==> src/rtl/lift_request_scheduler.sv <==
// SCAN-ordered call scheduler for a single-car lift: latches floor calls, dispatches
// one target at a time to the lift controller and holds the door for a fixed dwell.
module lift_request_scheduler #(
  parameter int NUM_FLOORS  = 8,
  parameter int FLOOR_W     = 3,
  parameter int DOOR_CYCLES = 4
) (
  input  logic                  clk_i,
  input  logic                  rst_i,
  input  logic [NUM_FLOORS-1:0] req_i,
  input  logic                  arrived_i,
  input  logic [FLOOR_W-1:0]    at_floor_i,
  output logic [FLOOR_W-1:0]    target_floor_o,
  output logic                  target_valid_o,
  output logic                  door_open_o,
  output logic [FLOOR_W-1:0]    cur_floor_o,
  output logic                  dir_up_o,
  output logic [NUM_FLOORS-1:0] pending_o,
  output logic                  err_o
);

  localparam int               CNT_W = $clog2(DOOR_CYCLES + 1);
  localparam logic [CNT_W-1:0] DWELL = CNT_W'(DOOR_CYCLES);

  typedef enum logic [1:0] {IDLE, MOVING, DOOR} state_t;

  state_t                state;
  logic [CNT_W-1:0]      door_cnt;

  logic [NUM_FLOORS-1:0] cur_mask;
  logic [NUM_FLOORS-1:0] tgt_mask;
  logic [NUM_FLOORS-1:0] set_mask;
  logic [NUM_FLOORS-1:0] clear_mask;
  logic [NUM_FLOORS-1:0] pending_next;
  logic                  above_found;
  logic                  below_found;
  logic [FLOOR_W-1:0]    above_idx;
  logic [FLOOR_W-1:0]    below_idx;
  logic                  arrive_match;
  logic                  at_in_range;

  assign cur_mask     = NUM_FLOORS'(1) << cur_floor_o;
  assign tgt_mask     = NUM_FLOORS'(1) << target_floor_o;
  assign arrive_match = arrived_i && (at_floor_i == target_floor_o);
  assign at_in_range  = int'(at_floor_i) < NUM_FLOORS;

  // Nearest pending floor strictly above and strictly below the car.
  always_comb begin
    // NOTE: every variable gets a default first so no path can infer a latch.
    above_found = 1'b0;
    above_idx   = '0;
    below_found = 1'b0;
    below_idx   = '0;
    for (int i = NUM_FLOORS - 1; i >= 0; i--) begin
      if (pending_o[i] && (i > int'(cur_floor_o))) begin
        above_found = 1'b1;
        above_idx   = FLOOR_W'(i);
      end
    end
    for (int i = 0; i < NUM_FLOORS; i++) begin
      if (pending_o[i] && (i < int'(cur_floor_o))) begin
        below_found = 1'b1;
        below_idx   = FLOOR_W'(i);
      end
    end
  end

  // Clear beats a same-cycle set; a call for the open-door floor is absorbed.
  always_comb begin
    set_mask   = req_i;
    clear_mask = '0;
    case (state)
      IDLE:    if (|(pending_o & cur_mask)) clear_mask = cur_mask;
      MOVING:  if (arrive_match) clear_mask = tgt_mask;
      DOOR:    set_mask = req_i & ~cur_mask;
      default: ;
    endcase
    pending_next = (pending_o | set_mask) & ~clear_mask;
  end

  // NOTE: sequential state uses non-blocking assignments so every register
  // samples the pre-edge values regardless of statement order.
  always_ff @(posedge clk_i) begin
    if (rst_i) begin
      state          <= IDLE;
      door_cnt       <= '0;
      cur_floor_o    <= '0;
      dir_up_o       <= 1'b1;
      pending_o      <= '0;
      target_floor_o <= '0;
      target_valid_o <= 1'b0;
      door_open_o    <= 1'b0;
      err_o          <= 1'b0;
    end else begin
      pending_o <= pending_next;
      case (state)
        IDLE: begin
          if (|(pending_o & cur_mask)) begin
            state       <= DOOR;
            door_open_o <= 1'b1;
            door_cnt    <= DWELL;
          end else if (dir_up_o ? above_found : below_found) begin
            state          <= MOVING;
            target_valid_o <= 1'b1;
            target_floor_o <= dir_up_o ? above_idx : below_idx;
          end else if (dir_up_o ? below_found : above_found) begin
            dir_up_o       <= ~dir_up_o;
            state          <= MOVING;
            target_valid_o <= 1'b1;
            target_floor_o <= dir_up_o ? below_idx : above_idx;
          end
        end
        MOVING: begin
          if (arrived_i) begin
            target_valid_o <= 1'b0;
            if (arrive_match) begin
              cur_floor_o <= target_floor_o;
              state       <= DOOR;
              door_open_o <= 1'b1;
              door_cnt    <= DWELL;
            end else begin
              err_o <= 1'b1;
              if (at_in_range) cur_floor_o <= at_floor_i;
              state <= IDLE;
            end
          end
        end
        DOOR: begin
          if (|(req_i & cur_mask)) begin
            door_cnt <= DWELL;
          end else if (door_cnt == CNT_W'(1)) begin
            state       <= IDLE;
            door_open_o <= 1'b0;
          end else begin
            door_cnt <= door_cnt - CNT_W'(1);
          end
        end
        default: state <= IDLE;
      endcase
    end
  end

endmodule

==> config.mk <==
export PLATFORM = sky130hd
export DESIGN_NAME = lift_request_scheduler
export DESIGN_NICKNAME = d
export VERILOG_FILES = /design/src/rtl/lift_request_scheduler.sv
export SDC_FILE = /design/constraint.sdc
export NUM_CORES = 1
export LEC_CHECK = 0
export ABC_AREA = 1
export BUFFER_PORTS_ARGS = -buffer_cell sky130_fd_sc_hd__clkbuf_2
export CORE_ASPECT_RATIO = 0.8
export CORE_UTILIZATION = 54
export DETAILED_ROUTE_END_ITERATION = 8
export PLACE_DENSITY = 0.76
export SLEW_MARGIN = 25
export SYNTH_ARGS = -nofsm -noshare
export SYNTH_HDL_FRONTEND = slang
export SYNTH_SLANG_ARGS = --single-unit
==> constraint.sdc <==
create_clock -name clk_i -period 1.8 [get_ports clk_i]
set_clock_uncertainty 0.15 [all_clocks]
set_input_delay 0 -clock clk_i [delete_from_list [all_inputs] [get_ports clk_i]]
set_output_delay 0 -clock clk_i [all_outputs]
set_load 0.05 [all_outputs]
* Word level (Yosys, flattened, before mapping)
Cells that the tools add are included.
Word-level totals: bits in registers 23, bits in latches 0, memory bits (writable) 0, ROM bits 0, input port bits 14, output and inout port bits 18, memories kept 0
Cells by class: add/subtract/negate cells 1, multiply operators 0, div/mod/pow operators 0, $lt $le $gt $ge 14, equality and inequality tests 13, shifts and indexed selects 2, mux-type cells 63, bitwise gates (word level) 11, reduce and logical (&&, ||, !) cells 29
Operator list (number):
- 3-bit 2-to-1 mux | 22
- 8-bit bitwise AND | 4
- 1-bit 2-to-1 mux | 26
- 8-bit 2-to-1 mux | 3
- 8-bit inverter | 2
- 8-bit case mux with 2 select lines | 1
- 8-bit OR reduction | 2
- 1-bit by 3-bit left shift with 8-bit output, first input constant | 2
- 1-bit logical AND | 15
- 2-bit 2-to-1 mux | 7
- 3-bit > comparator, first input constant | 4
- 2-bit inequality test, second input constant | 6
- 4-bit AND reduction | 3
- 3-bit < comparator, first input constant | 3
- 3-bit case mux with 3 select lines | 1
- 8-bit OR | 1
- 2-bit by 3-bit > comparator with 1-bit output, first input constant | 2
- 1-bit by 3-bit < comparator with 1-bit output, first input constant | 2
- 2-bit by 3-bit < comparator with 1-bit output, first input constant | 2
- 3-bit inequality test, second input constant | 2
- 2-bit case mux with 3 select lines | 1
- 3-bit AND reduction | 2
- 6-bit AND reduction | 1
- 5-bit AND reduction | 1
- 14 further kinds | 18

* Depth between registers and ports, before layout
depth after elaboration 14, gate-level depth with buffers 13

* Least setup slack after synthesis
Ideal clock, no wire load.
path type register to register, from register cur_floor_o[2], to register target_floor_o[0], setup time 0.132 ns, arrival time 1.758 ns, data required time 1.518 ns, path slack -0.240 ns, stages on the path, launching flop included 11, buffers on the path 1, period minus slack after synthesis 2.040 ns, path through dfxtp_1 buf_4 nor2_2 nand2_2 nand2_1 nor2_2 nand3_1 nor2_4 inv_2 nand2_1 a21oi_1
On the way: word-level cells in the longest chain between the ends 12
RTL lines:
- start: declaration | line 16 | output logic [FLOOR_W-1:0] cur_floor_o,
- start signal: assignment | line 117 | cur_floor_o <= target_floor_o;
- start signal: assignment | line 123 | if (at_in_range) cur_floor_o <= at_floor_i;
- 1-bit by 3-bit < comparator with 1-bit output / 3-bit > comparator (equally long branches) | line 61, 55
- 1-bit logical AND (on tied branches) | line 61, 55
- 1-bit 2-to-1 mux (tied with other cells) (7 in series) | line 61 | if (pending_o[i] && (i < int'(cur_floor_o))) begin
- 1-bit 2-to-1 mux (tied with other cells) | line 102 | end else if (dir_up_o ? above_found : below_found) begin
- 2-bit nonzero test (no line) / 3-bit 2-to-1 mux (equally long branches)
- 3-bit AND reduction (no line) / 3-bit 2-to-1 mux (equally long branches)
- end signal: assignment | line 105 | target_floor_o <= dir_up_o ? above_idx : below_idx;
- end signal: assignment | line 110 | target_floor_o <= dir_up_o ? below_idx : above_idx;
- end: declaration | line 13 | output logic [FLOOR_W-1:0] target_floor_o,
Parallel ways exist; a longest one is shown, timed or not. The select of a mux whose other input is x is not followed. A chain may end at the register's enable or synchronous reset.

* Worst setup path after layout
from register cur_floor_o[1], to register target_floor_o[2]
The elaborated chain is that of the path after synthesis.

==> run summary <==
The run finished with clean final reports. Type of the tightest min-delay check: reg2reg. TritonCTS built the clock tree. For this run, the leading register cell type out of synthesis is sky130_fd_sc_hd__dfxtp_1. Global route total overflow: 0. Routability-driven placement finished with a final weighted congestion of 0.944. The combined global-route utilization of all metal layers is 32.0%.

The filler-free cell count of the finished design is 344, and the power dissipated by switching net loads is 1480 uW. After clock tree synthesis, the clock-pin slew on the worst setup and hold paths is 0.14 ns. For the portion of total power attributed to combinational logic, the log shows 62.0%. The synthesized net count was 265.

The area added between synthesis and finish came out at 32.7%. By area the synthesized netlist is led by sky130_fd_sc_hd__dfxtp_1, sky130_fd_sc_hd__nand2_1, sky130_fd_sc_hd__inv_1. The number of buffers between clock root and the deepest sink was 2. Detailed placement ended at an HPWL of 3.44 mm.

The clock tree root buffer cell is sky130_fd_sc_hd__clkbuf_4. The share of async-settable or async-resettable flops after synthesis came out at 0%. The logs give 0.00316 mm2 for the full die area and 0.00158 mm2 for the cell area after technology mapping. The time the final worst path needs with I/O delays and setup came out at 1.79 ns.

The number of failing setup endpoints in the final timing report is 0, and the initial core utilization is 57.3%. The count of flip-flops with a built-in enable after synthesis is 0, and the fraction of synthesized cell area taken by the top area cell type is 29.1%. After synthesis, the mean cell area works out to 6.36 um2. In this run the horizontal extent of the chip is 62.6 um. The quantity of I/O buffers inserted on ports was 31. The switching share of total power is 53.0%, and the instance count of the mapped netlist is 249. The antenna diode count is 0, and the cell total after placement is 319. Among all cell types in the netlist, the one instantiated most often is sky130_fd_sc_hd__nand2_1.

Dividing the detail-routed via count by the number of cells gives 5.53. Counting flops and latches in the post-synthesis netlist gives 23. The Yosys step of the flow raised 0 warnings.

The remaining max-slew budget at the tightest pin is 72.5%, and the starting DRC count in detailed routing is 122. Data on the critical path arrives at its endpoint at 1.86 ns. After detailed routing, the number of remaining DRC violations is 0.

The kind of critical path was reg2reg. Across the run, the number of max-cap violations was 0. The internal portion of total power is 1310 uW. For the cell row count, the log shows 17.

For the maximum level of the CTS H-tree, the log shows 1. The initial antenna violation count was 0; the final critical-path share of the clock period was 99.6%. The number of buffer and inverter stages on the critical path works out to 2. In this run the worst path has a maximum fanout of 8.

Of the synthesized area, sequential elements account for 29.1%. In this run the power density over the cells is 1330 mW/mm2. After filler insertion, the fill cell instance count of the layout stands at 235. The tools report the number of global-route vias before repair as 1,734. The delay of the slowest critical-path stage came out at 0.41 ns. Capturing element type of the critical path: a register. Of the cells placed in the final design, the portion with a size suffix greater than 1 is 31.4%.

Static timing analysis puts the maximum clock frequency at 558 MHz. On the final layout, the worst hold slack is 0.322 ns. The floorplan step set the die height to 50.4 um. The worst setup path is launched from a register. IR analysis of the VDD net gives a maximum drop of 0.987 mV.

The sequential cells in the finished layout cover a total of 473 um2. Detailed routing inserted a total of 1,902 vias. Setup slack on the worst reg-to-reg path comes out at 0.007 ns. Registers are responsible for 29.0% of the overall power. Once detail routing completed, the nets flagged for antenna violations numbered 0. The number of max-slew violations in the final report was 0. Setup repair after global routing could not meet its margin everywhere. The area taken by multi-input logic gates is 0.00106 mm2. The logs give 7.79 mm for the wire length of the first global-routing pass and 14 for the pin count of the biggest net entering global routing.

Dividing the detail-routed wire length by the instance count gives 14.0 um. In the synthesized netlist, the cells that appear most often are sky130_fd_sc_hd__nand2_1, sky130_fd_sc_hd__dfxtp_1, sky130_fd_sc_hd__inv_1. The clock network burns 9.0% of the power.

The cell with the largest stage delay on the worst path is sky130_fd_sc_hd__dfxtp_4. The critical path goes through nand3_2 -> inv_2 -> nand2_1 -> nand2_1 -> nor2_2 -> nand3_2 -> nor2_4 -> inv_2 -> nor2_1 -> nor2_1. The tools report the number of hold-slack violations in the final timing report as 0. STA puts the critical path data required time at 1.87 ns. The tree built by TritonCTS fans out to 23 sinks.

The tools report the number of buffers created by CTS as 3. Setup slack on the critical path of the routed design comes to 0.00701 ns. Synthesis instantiated 27 different standard cells from the library.

The first TritonRoute pass finished after 5 iterations. The synthesized design spends more area on one cell type than any other, namely sky130_fd_sc_hd__dfxtp_1. In this run the standard cell core region covers 0.00277 mm2.

OpenSTA, run right after detailed placement, puts the worst setup slack at -0.0229 ns. Pin slew with the least headroom to its limit: 0.411 ns. The overall routed net length is 4.82 mm. Total number of nets in the final design: 323.

Among cell families on the critical path, the largest total delay comes from simple AND/OR/NAND/NOR gates. The run gives 0.000995 uW as the standby leakage power. The logs give 0.33 ns for the clock latency on the worst-skew pair and 32 for the number of ports placed on the die boundary.
## sequential cells by signal, indices dropped and copies added (netlist names)
signal / count
target_valid_o: 1
err_o: 1
target_floor_o: 3
cur_floor_o: 3
state: 2
pending_o: 8
door_open_o: 1
door_cnt: 3
dir_up_o: 1
## worst paths after layout
path	start	end	depth (start not counted)
setup / recovery	cur_floor_o[1]	target_floor_o[2]	10
hold / removal	door_open_o	door_open_o	2
setup reg to reg	cur_floor_o[1]	target_floor_o[2]	10
hold reg to reg	door_open_o	door_open_o	2
## layer usage
layer	routed length, um	global-route usage, %
met2	2100	49.5
met5	0	0
met1	2260	43.6
met3	396	7.95
met4	70	10.9
## timing repair
item	CTS	global route
gates cloned	0	0
hold endpoints to repair	21	0
resized for setup	1	20
buffers inserted	2	6
hold buffers	13	0
setup endpoints to repair	2	18
pin swaps	1	8
## worst register-to-register path: stages (launching register included)
cell	delay, ns
sky130_fd_sc_hd__dfxtp_4	0.41
sky130_fd_sc_hd__nand3_2	0.14
sky130_fd_sc_hd__inv_2	0.06
sky130_fd_sc_hd__nand2_1	0.09
sky130_fd_sc_hd__nand2_1	0.08
sky130_fd_sc_hd__nor2_2	0.15
sky130_fd_sc_hd__nand3_2	0.14
sky130_fd_sc_hd__nor2_4	0.22
sky130_fd_sc_hd__inv_2	0.08
sky130_fd_sc_hd__nor2_1	0.12
sky130_fd_sc_hd__nor2_1	0.05
## power groups by stage
| stage | clock, uW | combinational (uW) | sequential (uW) |
|---|---|---|---|
| global placement | 0 | 1500 | 813 |
| floorplan | 0 | 856 | 1090 |
| finish | 251 | 1730 | 808 |
| global route | 275 | 1870 | 832 |
| detailed placement | 0 | 1510 | 815 |
| CTS | 253 | 1560 | 799 |
## cells in the final DEF (no fill, tap or decap), types with 2 or more instances in the layout
cell type                       instances
sky130_fd_sc_hd__clkbuf_2              31
sky130_fd_sc_hd__nor2_4                 7
sky130_fd_sc_hd__nand3_2                6
sky130_fd_sc_hd__a21oi_1               14
sky130_fd_sc_hd__buf_4                 14
sky130_fd_sc_hd__inv_2                  4
sky130_fd_sc_hd__ha_1                   2
sky130_fd_sc_hd__nor2_2                 8
sky130_fd_sc_hd__nor3_1                 6
sky130_fd_sc_hd__dfxtp_4                3
sky130_fd_sc_hd__nand2_2               12
sky130_fd_sc_hd__nor2_1                17
sky130_fd_sc_hd__nand4_1                5
sky130_fd_sc_hd__o22ai_1                8
sky130_fd_sc_hd__o21ai_0               10
sky130_fd_sc_hd__inv_1                 22
sky130_fd_sc_hd__dlygate4sd3_1         13
sky130_fd_sc_hd__nand2_1               61
sky130_fd_sc_hd__xnor2_1                4
sky130_fd_sc_hd__a21oi_2                2
sky130_fd_sc_hd__o21a_1                 2
sky130_fd_sc_hd__nand3_1               14
sky130_fd_sc_hd__o21ai_1                9
sky130_fd_sc_hd__dfxtp_1               19
sky130_fd_sc_hd__clkbuf_4               3
## metrics by stage
step / setup TNS [ns] / instance area, um2 / utilization (%) / power [uW]
after floorplan: 0 / 1590 / - / 1950
after global placement: -0.00465 / 1810 / 65.6 / 2310
after detailed placement: -0.0229 / 1810 / 65.6 / 2320
after CTS: 0 / 1990 / 72.0 / 2610
after global routing: -0.499 / 2100 / 76.0 / 2980
final: 0 / 2100 / 76.0 / 2790
## logic make-up after synthesis
kind of cell | after synthesis | share of synthesized area [%]
AOI/OAI and AO/OA | 50 | 17.5
xor gates and xnor gates | 4 | 2.21
adders and majority gates | 2 | 1.58
DFF | 23 | 29.1
and+or+nand+nor | 138 | 41.5
buffers and inverters | 32 | 8.13
## cell type report
type | instances | share of cell area, %
repair buffers | 58 | 18.6
flip-flops and latches | 23 | 22.5
clock buffers | 3 | 1.07
well taps | 38 | 2.26
clock inverters | 1 | 0.238
multi-input cells | 194 | 50.4
inverters | 27 | 5.00
Note: power is estimated with default switching activity, not from simulation.
